[config.mk]
export PLATFORM = sky130hd
export DESIGN_NAME = seq_add_n
export DESIGN_NICKNAME = d
export VERILOG_FILES = /design/src/rtl/seq_add_n.sv
export SDC_FILE = /design/constraint.sdc
export NUM_CORES = 1
export LEC_CHECK = 0
export BUFFER_PORTS_ARGS = -buffer_cell sky130_fd_sc_hd__buf_2
export CAP_MARGIN = 30
export CORE_ASPECT_RATIO = 2
export CORE_MARGIN = 8
export CORE_UTILIZATION = 30
export CTS_BUF_LIST = sky130_fd_sc_hd__clkbuf_8
export CTS_CLUSTER_DIAMETER = 60
export DETAILED_ROUTE_END_ITERATION = 12
export GPL_TIMING_DRIVEN = 0
export PLACE_DENSITY = 0.53
export SLEW_MARGIN = 20
export SYNTH_ARGS = -nofsm -noshare
export SYNTH_HDL_FRONTEND = slang
export SYNTH_SLANG_ARGS = --single-unit
[constraint.sdc]
create_clock -name clk -period 3.29 [get_ports clk]
set_clock_uncertainty 0.15 [all_clocks]
set_input_delay 0.1645 -clock clk [delete_from_list [all_inputs] [get_ports clk]]
set_output_delay 0.1645 -clock clk [all_outputs]
set_load 0.05 [all_outputs]
[src/rtl/seq_add_n.sv]
// Multi-cycle WIDTH-bit adder/subtractor: CHUNK bits per clock through one slice with a registered carry.
// Optional signed-overflow output enabled by defining SEQ_ADD_N_OVF_EN.
module seq_add_n #(
    parameter int WIDTH = 16,
    parameter int CHUNK = 4
) (
    input  logic             clk,
    input  logic             rst_n,
    input  logic             start,
    input  logic [WIDTH-1:0] in_0,
    input  logic [WIDTH-1:0] in_1,
    input  logic             cin,
    input  logic             sub,
    output logic             busy,
    output logic             done,
    output logic [WIDTH-1:0] out,
    output logic             cout
`ifdef SEQ_ADD_N_OVF_EN
    ,
    output logic             ovf
`endif
);

    localparam int NCH = WIDTH / CHUNK;
    localparam int KW  = (NCH > 1) ? $clog2(NCH) : 1;
    localparam logic [KW-1:0] K_LAST = KW'(NCH - 1);

    typedef enum logic [1:0] {
        ST_IDLE = 2'd0,
        ST_RUN  = 2'd1,
        ST_DONE = 2'd2
    } state_t;

    state_t             state_r;
    state_t             state_n;
    logic               accept_s;
    logic               last_s;
    logic [WIDTH-1:0]   a_r;
    logic [WIDTH-1:0]   b_r;
    logic               carry_r;
    logic [KW-1:0]      k_r;
    logic [WIDTH-1:0]   res_r;
    logic [WIDTH-1:0]   res_next_s;
    logic [CHUNK:0]     sum_s;
    int                 idx_s;
    logic [WIDTH-1:0]   out_r;
    logic               cout_r;
    logic               busy_r;
    logic               done_r;
`ifdef SEQ_ADD_N_OVF_EN
    logic               ovf_r;
    logic               ovf_s;
`endif

    // State register
    always_ff @(posedge clk) begin
        if (!rst_n) begin
            state_r <= ST_IDLE;
        end else begin
            state_r <= state_n;
        end
    end

    // Next-state decode and start acceptance (start is only honoured in IDLE or DONE)
    always_comb begin
        state_n  = state_r;
        accept_s = 1'b0;
        last_s   = (k_r == K_LAST);
        case (state_r)
            ST_IDLE: begin
                if (start) begin
                    accept_s = 1'b1;
                    state_n  = ST_RUN;
                end else begin
                    state_n  = ST_IDLE;
                end
            end
            ST_RUN: begin
                if (last_s) begin
                    state_n = ST_DONE;
                end else begin
                    state_n = ST_RUN;
                end
            end
            ST_DONE: begin
                if (start) begin
                    accept_s = 1'b1;
                    state_n  = ST_RUN;
                end else begin
                    state_n  = ST_IDLE;
                end
            end
            default: begin
                state_n = ST_IDLE;
            end
        endcase
    end

    // One CHUNK-wide slice addition; the result merged with earlier slices feeds the final write
    always_comb begin
        idx_s      = int'(k_r) * CHUNK;
        sum_s      = {1'b0, a_r[idx_s +: CHUNK]} + {1'b0, b_r[idx_s +: CHUNK]}
                   + {{CHUNK{1'b0}}, carry_r};
        res_next_s = res_r;
        res_next_s[idx_s +: CHUNK] = sum_s[CHUNK-1:0];
    end

`ifdef SEQ_ADD_N_OVF_EN
    // b_r already holds the inverted operand for subtraction, so one rule covers add and sub
    always_comb begin
        ovf_s = (a_r[WIDTH-1] == b_r[WIDTH-1]) && (res_next_s[WIDTH-1] != a_r[WIDTH-1]);
    end
`endif

    // Operand latch, chunk sequencing and result/flag update at completion
    always_ff @(posedge clk) begin
        if (!rst_n) begin
            a_r     <= {WIDTH{1'b0}};
            b_r     <= {WIDTH{1'b0}};
            carry_r <= 1'b0;
            k_r     <= {KW{1'b0}};
            res_r   <= {WIDTH{1'b0}};
            out_r   <= {WIDTH{1'b0}};
            cout_r  <= 1'b0;
`ifdef SEQ_ADD_N_OVF_EN
            ovf_r   <= 1'b0;
`endif
        end else if (accept_s) begin
            a_r     <= in_0;
            b_r     <= in_1 ^ {WIDTH{sub}};
            carry_r <= cin ^ sub;
            k_r     <= {KW{1'b0}};
        end else if (state_r == ST_RUN) begin
            res_r   <= res_next_s;
            carry_r <= sum_s[CHUNK];
            k_r     <= k_r + KW'(1);
            if (last_s) begin
                out_r  <= res_next_s;
                cout_r <= sum_s[CHUNK];
`ifdef SEQ_ADD_N_OVF_EN
                ovf_r  <= ovf_s;
`endif
            end
        end
    end

    // Handshake outputs registered from the next state so they align with state_r
    always_ff @(posedge clk) begin
        if (!rst_n) begin
            busy_r <= 1'b0;
            done_r <= 1'b0;
        end else begin
            busy_r <= (state_n == ST_RUN);
            done_r <= (state_n == ST_DONE);
        end
    end

    assign busy = busy_r;
    assign done = done_r;
    assign out  = out_r;
    assign cout = cout_r;
`ifdef SEQ_ADD_N_OVF_EN
    assign ovf  = ovf_r;
`endif

endmodule

=== After elaboration in Yosys (flattened, before gate mapping) ===
Cells that the tools add are included.

* Input bits: 37
* Bits in registers: 72
* Logic and storage cells: 41

* Shift operators: 4
* Eq/ne operators: 5
* Add/subtract/negate cells: 4
* Muxes and demuxes: 8
* Reductions and logical operators: 6
* Bitwise operators: 4

{| class="wikitable"
|+ Operator list
! kind !! number
|-
| negation 4 -> 33 bit || 1
|-
| variable shift 4 x 33 -> 16 bit, first input constant || 1
|-
| variable part select 4 x 33 -> 16 bit || 1
|-
| variable part select 16 x 5 -> 4 bit || 2
|-
| bitwise mux 16 bit || 1
|-
| bitwise XOR 16 bit || 1
|-
| == test 2 bit, second input constant || 3
|-
| adder 4 x 4 -> 5 bit || 1
|-
| adder 5 x 1 -> 5 bit || 1
|-
| 2-to-1 mux 1 bit || 5
|-
| == test 2 x 1 -> 1 bit, second input constant || 2
|-
| case mux 2 bit (2 select lines) || 1
|-
| OR reduction 2 bit || 2
|-
| AND reduction 3 bit || 1
|-
| adder 2 x 1 -> 2 bit, second input constant || 1
|-
| logical NOT 2 bit || 1
|-
| 2-to-1 mux 2 bit || 1
|-
| NOT 1 bit || 2
|-
| AND reduction 2 bit || 1
|-
| nonzero test 2 bit || 1
|-
| bitwise XOR 1 bit || 1
|}

=== Depth between registers and ports, before layout ===
* Word-level depth: 5
* Depth in mapped cells: 9
* Gate-level depth less buffers: 7

=== Least setup slack after synthesis ===
OpenSTA, ideal clock, no wires.

* Kind: reg2reg
* Start: register k_r[0]
* End: register out_r[5], in the netlist out[5]
* Required time: 3.024 ns
* Path slack: 0.253 ns
* Stages on the path, launching flop included: 10
* Arrival time: 2.771 ns
* Clock period less this slack: 3.037 ns
* Buffers on the path: 2
* Cells stage by stage: dfxtp_1 -> buf_6 -> buf_2 -> mux4_2 -> fa_1 -> fa_1 -> nor2b_1 -> a41oi_1 -> nand2_1 -> o211a_1

* Word-level cells in the longest chain between the ends: 5

{| class="wikitable"
|+ Ends and longest elaborated chain
! what !! line !! text
|-
| from (decl) || 41 || <nowiki>logic [KW-1:0] k_r;</nowiki>
|-
| from (signal assigned) || 121 || <nowiki>k_r <= {KW{1'b0}};</nowiki>
|-
| from (signal assigned) || 132 || <nowiki>k_r <= {KW{1'b0}};</nowiki>
|-
| from (signal assigned) || 136 || <nowiki>k_r <= k_r + KW'(1);</nowiki>
|-
| variable part select 16 x 5 -> 4 bit || 102 || <nowiki>sum_s = {1'b0, a_r[idx_s +: CHUNK]} + {1'b0, b_r[idx_s +: CHUNK]}</nowiki>
|-
| adder 4 x 4 -> 5 bit || 102 ||
|-
| adder 5 x 1 -> 5 bit || 103 || <nowiki>+ {{CHUNK{1'b0}}, carry_r};</nowiki>
|-
| variable part select 4 x 33 -> 16 bit || 105 || <nowiki>res_next_s[idx_s +: CHUNK] = sum_s[CHUNK-1:0];</nowiki>
|-
| bitwise mux 16 bit || 105 ||
|-
| to (signal assigned) || 123 || <nowiki>out_r <= {WIDTH{1'b0}};</nowiki>
|-
| to (signal assigned) || 138 || <nowiki>out_r <= res_next_s;</nowiki>
|-
| to (decl) || 46 || <nowiki>logic [WIDTH-1:0] out_r;</nowiki>
|}

Several ways; a longest one is shown, not always the timed one.
A chain may end at the register's enable or synchronous reset.

=== Final worst setup path ===
* Start: register k_r[0]
* End: register out_r[9], in the netlist out[9]

The elaborated chain is that of the path after synthesis.

==> flow_metrics.py <==
metrics = {
    "cells_and_area": {
        "area_delta_synth_final_pct": 24.3,
        "num_antenna_cells": 0,
        "nNetsFinal": 486,
        "drive_above_1_share_pct": 23.7,
        "postLayoutCoreUtil_pct": 38.3,
    },
    "logic_synthesis": {
        "synth_top_area_share_pct": 41.5,
        "synthCells": 359,
        "async_reset_ff_share_pct": 0,
        "synth_top_family_by_area": "compound AO/OA/AOI/OAI gates",
        "yosysTopAreaCell": "dfxtp_1",
        "yosysMostFrequentCell": "nand2_1",
        "synth_fa_ha_area_share_pct": 4.39,
        "synthTopCellsByCount": "nand2_1, dfxtp_1, o211a_1",
        "synth_compound_area_share_pct": 21.4,
        "synth_area_leaders": "dfxtp_1, o211a_1, nand2_1",
        "synthSimpleGateAreaFrac_pct": 18.0,
        "synth_nets": 407,
        "yosysWarnings": 0,
        "synth_seq_area_share_pct": 41.5,
        "synth_cell_types": 43,
        "syn_area_per_cell_um2": 9.68,
        "synth_xor_area_share_pct": 4.79,
        "muxShareOfSynthArea_pct": 5.19,
        "syn_area_um2": 3470,
        "synth_seq_cells": 72,
        "synth_ff_type": "dfxtp_1",
        "synth_edf_count": 0,
    },
    "status": {
        "status": "completed",
    },
    "cts": {
        "path_clk_slew_ns": 0.08,
        "cts-buffers-inserted": 9,
        "cts_htree_levels": 3,
        "root_buffer": "clkbuf_8",
        "cts_tree": "built",
        "post_cts_buffers": 0,
        "cts_sinks": 72,
        "cts_buffer_depth": 2,
        "clk_latency_ns": 0.35,
    },
    "power_and_ir_drop": {
        "p_per_area_nw_per_um2": 477,
        "peakVddDrop_v": 0.000215,
        "p_leak_nw": 2.03,
        "power_w": 0.00206,
    },
    "routing": {
        "first_pass_iters": 4,
        "drt_iter0_drc": 147,
        "ant_nets": 0,
        "wl_per_cell_um": 16.4,
        "drc": 0,
        "via_per_inst": 4.89,
        "totalWireLength_um": 9580,
        "vias": 2862,
    },
    "setup_path": {
        "end_kind": "flop",
        "r2r_cells": 8,
        "r2r_end": "out[9]",
        "path_class": "flop to flop",
        "cp_data_arrival_time_ns": 3.19,
        "r2r_setup_slack_ns": 0.19,
        "cp_max_fo": 16,
        "required_ns": 3.39,
        "crit_path_start_kind": "flop",
        "reg2reg_from": "k_r[0]",
    },
    "grt": {
        "grtUsageMet1_pct": 12.1,
        "grt_start_max_net_pins": 17,
        "overflow": 0,
        "grt_pass1_wl_um": 15700,
        "grt_use_met3_pct": 2.58,
        "grtUsageMet2_pct": 25.1,
        "grt.busiest_layer": "met2",
        "grt_pass1_vias": 3105,
        "grt.total_usage_pct": 12.9,
        "antenna_found_initial": 0,
    },
    "floorplan": {
        "start_util_pct": 30.8,
        "die_h_um": 168,
        "pin_count": 56,
        "die_x_um": 92.1,
        "core-area_um2": 11300,
        "design.die.area_um2": 15500,
        "rows": 55,
    },
    "sta": {
        "slew_violations": 0,
        "tightest_slew_ns": 0.527,
        "fmax_mhz": 323,
        "post-route-period-util_pct": 94.1,
        "period_needed_ns": 3.10,
        "rsz0062_at_grt": "no",
        "final-hold-violation-count": 0,
        "max-slew-margin-rel_pct": 64.9,
        "setup_viol": 0,
        "hold_ws_ns": 0.0168,
    },
    "min_path": {
        "hold_path_depth": 4,
        "worstHoldStart": "in_1[10]",
        "hold_end": "b_r[10]",
        "hold_class": "primary input to flop",
    },
    "place": {
        "gp_congestion": 0.844,
        "dp_hpwl_um": 7460,
        "port_buffers": 53,
    },
    "run": {
        "cap_violations": 0,
    },
}
==> state kept, by name, indices dropped and copies added (netlist names) <==
register and flops:
a_r 16, k_r 2, carry_r 1, state_r 2, out 16, res_r 16
busy 1, b_r 16, done 1, cout 1
==> cell usage in the layout (no fill, tap or decap), types with 7 or more instances in the layout <==
cell,n
mux4_2,8
inv_1,7
a21oi_1,8
ha_1,9
clkbuf_8,10
xnor2_1,18
nand2_1,75
o211a_1,30
nor2_1,7
clkbuf_1,11
dfxtp_1,71
nand3_1,7
a21boi_0,16
dlygate4sd3_1,16
nor2b_1,14
o21ai_0,7
buf_2,64
==> per-stage QoR <==
step | instance area (µm²) | cells | worst slack [ns] | TNS (ns)
CTS | 4300 | 585 | 0.0179 | 0
finish | 4320 | 585 | 0.194 | 0
global route | 4320 | 585 | 0.0629 | 0
detailed placement | 3920 | 554 | -0.265 | -2.38
global placement | 3920 | 554 | -0.238 | -1.77
floorplan | 3470 | 359 | 0.253 | 0
==> kinds of logic (layout without fill, tap and decap cells) <==
group | count (synthesis) | in the layout
and+or+nand+nor | 126 | 126
AOI/OAI and AO/OA | 89 | 89
DFF | 72 | 72
buffers and inverters | 34 | 118
xor gates and xnor gates | 19 | 19
adders and majority gates | 11 | 11
muxes | 8 | 8
==> area by class of cell <==
| cell class | instances | area (µm²) |
|---|---|---|
| multi-input cells | 253 | 1890 |
| well taps | 142 | 178 |
| fillers | 1218 | 6970 |
| plain buffers | 27 | 143 |
| clock inverters | 6 | 83.8 |
| flip-flops and latches | 72 | 1440 |
| clock buffers | 10 | 138 |
| repair buffers | 69 | 425 |
| inverters | 6 | 22.5 |
==> worst max-delay path: stages (launching register included) <==
cell and delay (ns):
dfxtp_2 0.38, buf_8 0.20, mux4_2 0.55, fa_1 0.46, fa_1 0.56, nor2b_2 0.23, a31oi_1 0.26, nand2_1 0.09
o211a_1 0.12
==> report_power, final <==
group | switching (W) | leakage (nW) | internal [W]
Combinational | 0.000184 | 1.33 | 0.000151
Clock | 0.000344 | 0.110 | 0.000444
Sequential | 0.0000234 | 0.589 | 0.000915
Total | 0.000551 | 2.03 | 0.00151
==> worst max-delay path by stage <==
stage,from,to,cells past startpoint
detailed placement,k_r[0],out[5],9
floorplan,k_r[0],out[5],9
CTS,k_r[0],out[5],8
global route,k_r[0],out[9],8
global placement,k_r[0],out[5],9
finish,k_r[0],out[9],8
==> layer usage <==
metal | vias to the layer above | share of wire, % | routed length (µm)
li1 | 1418 | - | -
met1 | 1355 | 36 | 3430
met2 | 76 | 58 | 5520
met3 | 13 | 3.8 | 366
met4 | 0 | 2.8 | 265
met5 | - | 0 | 0
==> repair_timing <==
action                                  CTS  global route
endpoints found under the hold margin    16             0
endpoints found under the setup margin   16            10
gates resized for setup                   1             5
hold buffers                             16             0
Power figures use the tool's default switching activity.
